$ cat src/rtl/vq_encoder.sv
// Vector-quantisation encoder: loads a 64-entry RGB codebook, then for every pixel
// writes the index of the nearest codeword (squared Euclidean distance) to the tag RAM.
module vq_encoder #(
   parameter int PIXELS    = 4096,
   parameter int CODEWORDS = 64,
   parameter int IDX_W     = 6,
   parameter int ADDR_W    = 20,
   parameter int DATA_W    = 24
) (
   input  logic              clk,
   input  logic              rst,
   input  logic [DATA_W-1:0] RAM_W_Q,
   output logic [DATA_W-1:0] RAM_W_D,
   output logic [ADDR_W-1:0] RAM_W_A,
   output logic              RAM_W_WE,
   output logic              RAM_W_OE,
   input  logic [DATA_W-1:0] RAM_PIC_Q,
   output logic [DATA_W-1:0] RAM_PIC_D,
   output logic [ADDR_W-1:0] RAM_PIC_A,
   output logic              RAM_PIC_WE,
   output logic              RAM_PIC_OE,
   input  logic [DATA_W-1:0] RAM_TAG_Q,
   output logic [DATA_W-1:0] RAM_TAG_D,
   output logic [ADDR_W-1:0] RAM_TAG_A,
   output logic              RAM_TAG_WE,
   output logic              RAM_TAG_OE,
   output logic              done
);

   localparam int CNT_W  = IDX_W + 1;
   localparam int DIST_W = 18;

   typedef enum logic [2:0] {LOAD, FETCH, LATCH, SEARCH, WRITE, DONE} state_t;

   state_t              r_state;
   logic [CNT_W-1:0]    r_cnt;
   logic [ADDR_W-1:0]   r_pixCnt;
   logic [DATA_W-1:0]   r_cb [CODEWORDS];
   logic [DATA_W-1:0]   r_pix;
   logic [15:0]         r_sq0;
   logic [15:0]         r_sq1;
   logic [15:0]         r_sq2;
   logic                r_s1Valid;
   logic [IDX_W-1:0]    r_s1Idx;
   logic [DIST_W-1:0]   r_bestDist;
   logic [IDX_W-1:0]    r_bestIdx;

   logic [ADDR_W-1:0]   r_wA;
   logic                r_wOe;
   logic [ADDR_W-1:0]   r_picA;
   logic                r_picOe;
   logic [ADDR_W-1:0]   r_tagA;
   logic [DATA_W-1:0]   r_tagD;
   logic                r_tagWe;
   logic                r_done;

   logic [IDX_W-1:0]    w_capIdx;
   logic [DATA_W-1:0]   w_cbWord;
   logic [DIST_W-1:0]   w_dist;
   logic                w_better;
   logic [DIST_W-1:0]   w_nextDist;
   logic [IDX_W-1:0]    w_nextIdx;
   logic                w_unused;

   // Square of the magnitude of the 9-bit signed channel difference; fits 16 bits unsigned.
   function automatic logic [15:0] sqDiff(input logic [7:0] a, input logic [7:0] b);
      logic [7:0] mag;
      mag = (a >= b) ? (a - b) : (b - a);
      return 16'(mag) * 16'(mag);
   endfunction

   // Codebook read data lags its address by two counts of r_cnt (issue, then RAM latency).
   assign w_capIdx   = r_cnt[IDX_W-1:0] - IDX_W'(2);
   assign w_cbWord   = r_cb[r_cnt[IDX_W-1:0]];
   assign w_dist     = DIST_W'(r_sq0) + DIST_W'(r_sq1) + DIST_W'(r_sq2);
   assign w_better   = r_s1Valid && (w_dist < r_bestDist);
   assign w_nextDist = w_better ? w_dist : r_bestDist;
   assign w_nextIdx  = w_better ? r_s1Idx : r_bestIdx;
   assign w_unused   = ^RAM_TAG_Q;

   always_ff @(posedge clk or negedge rst) begin
      if (!rst) begin
         r_state    <= LOAD;
         r_cnt      <= '0;
         r_pixCnt   <= '0;
         r_pix      <= '0;
         r_sq0      <= '0;
         r_sq1      <= '0;
         r_sq2      <= '0;
         r_s1Valid  <= 1'b0;
         r_s1Idx    <= '0;
         r_bestDist <= '0;
         r_bestIdx  <= '0;
         r_wA       <= '0;
         r_wOe      <= 1'b0;
         r_picA     <= '0;
         r_picOe    <= 1'b0;
         r_tagA     <= '0;
         r_tagD     <= '0;
         r_tagWe    <= 1'b0;
         r_done     <= 1'b0;
         for (int i = 0; i < CODEWORDS; i++) r_cb[i] <= '0;
      end else begin
         case (r_state)
            LOAD: begin
               if (r_cnt >= CNT_W'(2)) r_cb[w_capIdx] <= RAM_W_Q;
               if (r_cnt < CNT_W'(CODEWORDS)) begin
                  r_wA  <= ADDR_W'(r_cnt);
                  r_wOe <= 1'b1;
               end else begin
                  r_wA  <= '0;
                  r_wOe <= 1'b0;
               end
               if (r_cnt == CNT_W'(CODEWORDS + 1)) begin
                  r_picA  <= r_pixCnt;
                  r_picOe <= 1'b1;
                  r_cnt   <= '0;
                  r_state <= FETCH;
               end else begin
                  r_cnt <= r_cnt + CNT_W'(1);
               end
            end
            FETCH: begin
               r_picOe <= 1'b0;
               r_state <= LATCH;
            end
            LATCH: begin
               r_pix      <= RAM_PIC_Q;
               r_bestDist <= '1;
               r_bestIdx  <= '0;
               r_s1Valid  <= 1'b0;
               r_cnt      <= '0;
               r_state    <= SEARCH;
            end
            SEARCH: begin
               if (r_cnt < CNT_W'(CODEWORDS)) begin
                  r_sq0     <= sqDiff(r_pix[7:0],   w_cbWord[7:0]);
                  r_sq1     <= sqDiff(r_pix[15:8],  w_cbWord[15:8]);
                  r_sq2     <= sqDiff(r_pix[23:16], w_cbWord[23:16]);
                  r_s1Idx   <= r_cnt[IDX_W-1:0];
                  r_s1Valid <= 1'b1;
               end else begin
                  r_s1Valid <= 1'b0;
               end
               r_bestDist <= w_nextDist;
               r_bestIdx  <= w_nextIdx;
               // The last compare resolves on this edge, so the tag comes straight from it.
               if (r_cnt == CNT_W'(CODEWORDS)) begin
                  r_tagA  <= r_pixCnt;
                  r_tagD  <= DATA_W'(w_nextIdx);
                  r_tagWe <= 1'b1;
                  r_state <= WRITE;
               end
               r_cnt <= r_cnt + CNT_W'(1);
            end
            WRITE: begin
               r_tagWe <= 1'b0;
               if (r_pixCnt == ADDR_W'(PIXELS - 1)) begin
                  r_done  <= 1'b1;
                  r_state <= DONE;
               end else begin
                  r_pixCnt <= r_pixCnt + ADDR_W'(1);
                  r_picA   <= r_pixCnt + ADDR_W'(1);
                  r_picOe  <= 1'b1;
                  r_state  <= FETCH;
               end
            end
            DONE: begin
               r_done <= 1'b1;
            end
            default: r_state <= LOAD;
         endcase
      end
   end

   assign RAM_W_D    = '0;
   assign RAM_W_A    = r_wA;
   assign RAM_W_WE   = 1'b0;
   assign RAM_W_OE   = r_wOe;
   assign RAM_PIC_D  = '0;
   assign RAM_PIC_A  = r_picA;
   assign RAM_PIC_WE = 1'b0;
   assign RAM_PIC_OE = r_picOe;
   assign RAM_TAG_D  = r_tagD;
   assign RAM_TAG_A  = r_tagA;
   assign RAM_TAG_WE = r_tagWe;
   assign RAM_TAG_OE = 1'b0;
   assign done       = r_done;

endmodule

$ cat config.mk
export PLATFORM = sky130hd
export DESIGN_NAME = vq_encoder
export DESIGN_NICKNAME = d
export VERILOG_FILES = /design/src/rtl/vq_encoder.sv
export SDC_FILE = /design/constraint.sdc
export NUM_CORES = 2
export LEC_CHECK = 0
export BUFFER_PORTS_ARGS = -buffer_cell sky130_fd_sc_hd__buf_2
export CAP_MARGIN = 5
export CELL_PAD_IN_SITES_DETAIL_PLACEMENT = 0
export CELL_PAD_IN_SITES_GLOBAL_PLACEMENT = 1
export CORE_ASPECT_RATIO = 1.25
export CORE_MARGIN = 3
export CORE_UTILIZATION = 56
export DETAILED_ROUTE_END_ITERATION = 7
export HOLD_SLACK_MARGIN = 0.05
export PLACE_DENSITY_LB_ADDON = 0.1
export SETUP_SLACK_MARGIN = 0.5
export SLEW_MARGIN = 40
export SYNTH_ARGS = -nofsm -noshare
export SYNTH_HDL_FRONTEND = slang
export SYNTH_SLANG_ARGS = --single-unit
$ cat constraint.sdc
create_clock -name clk -period 12.8 [get_ports clk]
set_input_delay 2.56 -clock clk [delete_from_list [all_inputs] [get_ports clk]]
set_output_delay 2.56 -clock clk [all_outputs]
set_load 0.01 [all_outputs]
==> summary.md <==
| Metric | Value |
|---|---|
| CP delay by family, top | compound AO/OA/AOI/OAI gates |
| LEAKAGE | 0.0408 uW |
| GR peak layer | met2 |
| # IOs | 213 |
| Critical Path End Type | register |
| Wire per inst | 28.9 um |
| H-tree levels | 4 |
| Design area | 0.0934 sq mm |
| Hold_ws | 0.481 ns |
| Ratio of cells with drive above 1 in the final layout | 0.341 |
| WS Path Type | reg -> reg |
| Worst R2R Path Depth | 32 |
| Mean post-synth cell area | 12.4 sq um |
| Post-route ant nets | 0 |
| CTS tree | yes |
| R2r endpoint | r_sq1[15] |
| Drt first pass iters | 8 |
| GR Util met1 | 0.414 |
| Data required, critical path | 13.53 ns |
| First-pass GRT wire length | 382 mm |
| Max-Cap Viols | 0 |
| Vias in the first global route | 58,400 |
| CP Buf/Inv Count | 4 |
| Most common cell after layout, fill and taps aside | dfrtp_1 |
| Hold Vio Cnt, Final | 0 |
| # nets final | 7,077 |
| Status | complete, no violations |
| Clock slew at reported path FFs | 0.06 ns |
| Crit path DAT | 11.45 ns |
| FF-to-FF Start | r_cnt[2] |
| Count of cell types in the netlist | 97 |
| Root Driver | clkbuf_16 |
| Total GRT Usage | 0.329 |
| EDFF count, synth | 0 |
| Routed vias/inst | 6.40 |
| 1st-iter DRT viols | 4,858 |
| FFs w/ async S/R, synth | 1.00 |
| Largest net degree at the start of global routing | 167 |
| Endpoints failing setup | 0 |
| Clock buffer depth | 3 |
| Post-DP HPWL | 152 mm |
| Routed vias | 56,900 |
| WL final | 257 mm |
| Post-Synthesis Cells | 6,838 |
| Place WS | 2.15 ns |
| Die W | 354 um |
| Hold Startpoint | RAM_TAG_D[0] |
| CTS sink count | 1,722 |
| DRC | 0 |
| Synth-to-Final Area Change | 10.0% |
| Initial core utilization | 0.565 |
| Met3 usage | 0.0514 |
| Final WS setup | 2.08 ns |
| Cts repair resizes | 0 |
| Clock skew | 0.0248 ns |
| Overall Power | 11,500 uW |
| Skew-Pair Late Insertion Delay | 0.84 ns |
| Rel. slew slack | 0.376 |
| Synthesis-stage register bit count | 1,722 |
| Gp weighted congestion | 0.852 |
| # rows | 159 |
| Critical path launch point type | register |
| Worst-path fanout max | 46 |
| Synth warnings | 0 |
| Sequential area share after synthesis | 0.507 |
| Cell Area, Synth | 0.0849 sq mm |
| Main synth FF type | dfrtp_1 |
| RSZ-0062 raised after global routing | no |
| Filler cells | 12,000 |
| Hold WC Path Type | reg -> reg |
| Initial antenna violation count | 7 |
| Worst-margin pin slew | 0.932 ns |
| Gr ovfl total | 0 |
| Max-slew violations | 0 |
| Post-placement cell area | 0.0874 sq mm |
| Peak supply drop | 0.144 mV |
| Crit-path max cell delay | 0.91 ns |
| CP max-delay cell | dfrtp_4 |
| Hold EP | RAM_TAG_D[0] |
| Hold buffer count at CTS | 0 |
| Num CTS Buffers | 174 |
| Fin Setup TNS | 0 ns |
| Die Span Y | 441 um |
| Power per cell area | 123 mW/mm^2 |
| CORE AREA | 0.150 sq mm |
| Final period util | 0.837 |
| Met2 Use GR | 0.554 |
| Commonest cells after routing, fill and taps aside | dfrtp_1, mux2_2, a22oi_1 |
| Flop-to-flop setup slack | 2.08 ns |
| Period minus WS final | 10.72 ns |
| Maximum clock rate | 93.3 MHz |
| Crit-path most repeated cell | fa_1 |
| IO Port Bufs | 105 |
| Die footprint | 0.156 sq mm |
| Hold Path Stages | 2 |
| Postcts setup bufs | 0 |
area by class of cell:
type | count | area, sq um | share of cell area
Multi-Input combinational cell | 4322 | 38500 | 0.412
Clock buffer | 268 | 5190 | 0.0556
Clock inverter | 45 | 658 | 0.00704
Antenna cell | 1 | 2.50 | 0.0000268
Timing Repair Buffer | 302 | 2630 | 0.0281
Tap cell | 2012 | 2520 | 0.0269
Inverter | 217 | 816 | 0.00873
Sequential cell | 1722 | 43100 | 0.461
cells in the mapped netlist, drive strengths merged, types with 5 or more instances:
cell type | count | area, sq um
dfrtp | 1722 | 43100
mux2 | 1623 | 18300
buf | 370 | 2120
a22oi | 295 | 2210
clkbuf | 291 | 1090
nand2 | 266 | 1010
nor2 | 265 | 1090
o21ai | 220 | 1110
inv | 217 | 815
a21oi | 207 | 1040
ha | 169 | 2110
a221oi | 139 | 1220
mux2i | 121 | 1210
a22o | 100 | 876
fa | 95 | 1900
nand3 | 92 | 495
nand4 | 78 | 488
xnor2 | 62 | 543
o211ai | 42 | 320
xor2 | 39 | 349
a21o | 35 | 263
nor3 | 28 | 151
a211oi | 26 | 208
a31oi | 24 | 150
nand2b | 23 | 144
mux4 | 21 | 473
and2 | 19 | 119
or2 | 19 | 119
o31ai | 18 | 140
and3 | 17 | 111
o21a | 17 | 128
a221o | 16 | 160
or3 | 14 | 87.6
o21bai | 13 | 97.6
a311oi | 11 | 96.3
nor2b | 11 | 68.8
a21boi | 9 | 71.3
a222oi | 9 | 90.1
o2111ai | 9 | 78.8
a2111oi | 8 | 96.3
nor3b | 7 | 57.6
o22ai | 6 | 37.5
a2bb2oi | 5 | 43.8
layer usage:
layer	share of wire	vias up	wire, um
li1	-	24300	-
met1	0.40	30100	103000
met2	0.49	1903	125000
met3	0.059	550	15200
met4	0.054	4	14000
met5	0.00013	-	33
worst reg2reg max path, delay by kind of cell, from the launching register on:
kind                       cells  cell delay, ns
buffers and inverters          4            1.33
AOI/OAI and AO/OA             12            2.92
muxes                          2            0.82
DFF                            1            0.91
adders and majority gates      6            2.64
and+or+nand+nor                8            1.99
stage by stage:
step            util  instances
6_report       0.621       8889
2_1_floorplan      -       6922
3_3_place_gp   0.578       8552
4_1_cts        0.620       8879
5_1_grt        0.621       8888
3_5_place_dp   0.581       8566
flip-flops by register name, summed over array words and instances (netlist names):
name / flops
r_sq0: 15
r_cnt: 7
RAM_PIC_OE: 1
RAM_W_A: 6
r_s1Valid: 1
RAM_TAG_WE: 1
r_pixCnt: 20
RAM_TAG_A: 20
r_sq2: 15
r_bestDist: 18
RAM_W_OE: 1
r_s1Idx: 6
r_bestIdx: 6
r_sq1: 15
r_cb: 1536
r_pix: 24
r_state: 3
RAM_PIC_A: 20
RAM_TAG_D: 6
done: 1
worst max-delay path by stage:
| stage | startpoint | end | slack, ns | cells after the start |
|---|---|---|---|---|
| finish | r_cnt[2] | r_sq1[15] | 2.08 | 32 |
| global route | r_cnt[1] | r_sq0[15] | 1.59 | 34 |
| CTS | r_cnt[2] | r_sq1[15] | 2.15 | 32 |
| detailed placement | r_cnt[2] | r_sq1[15] | 2.15 | 32 |
| global placement | r_cnt[1] | r_sq1[15] | 2.08 | 33 |
| floorplan | r_cnt[0] | r_sq2[15] | 4.51 | 36 |
logic make-up after synthesis:
| family | share of synthesized area |
|---|---|
| multiplexers | 0.235 |
| flip-flops | 0.507 |
| AO/OA/AOI/OAI | 0.104 |
| buffers and inverters | 0.0474 |
| AND/OR/NAND/NOR | 0.0482 |
| adder cells (fa/ha/maj) | 0.0473 |
| XOR/XNOR | 0.0105 |
| other | 0.0000442 |
where the power goes:
part / internal [uW] / switching (uW)
clock: 3050 / 2200
sequential: 5640 / 101
combinational: 204 / 290
total: 8900 / 2590
(Power assumes the default switching activity.)
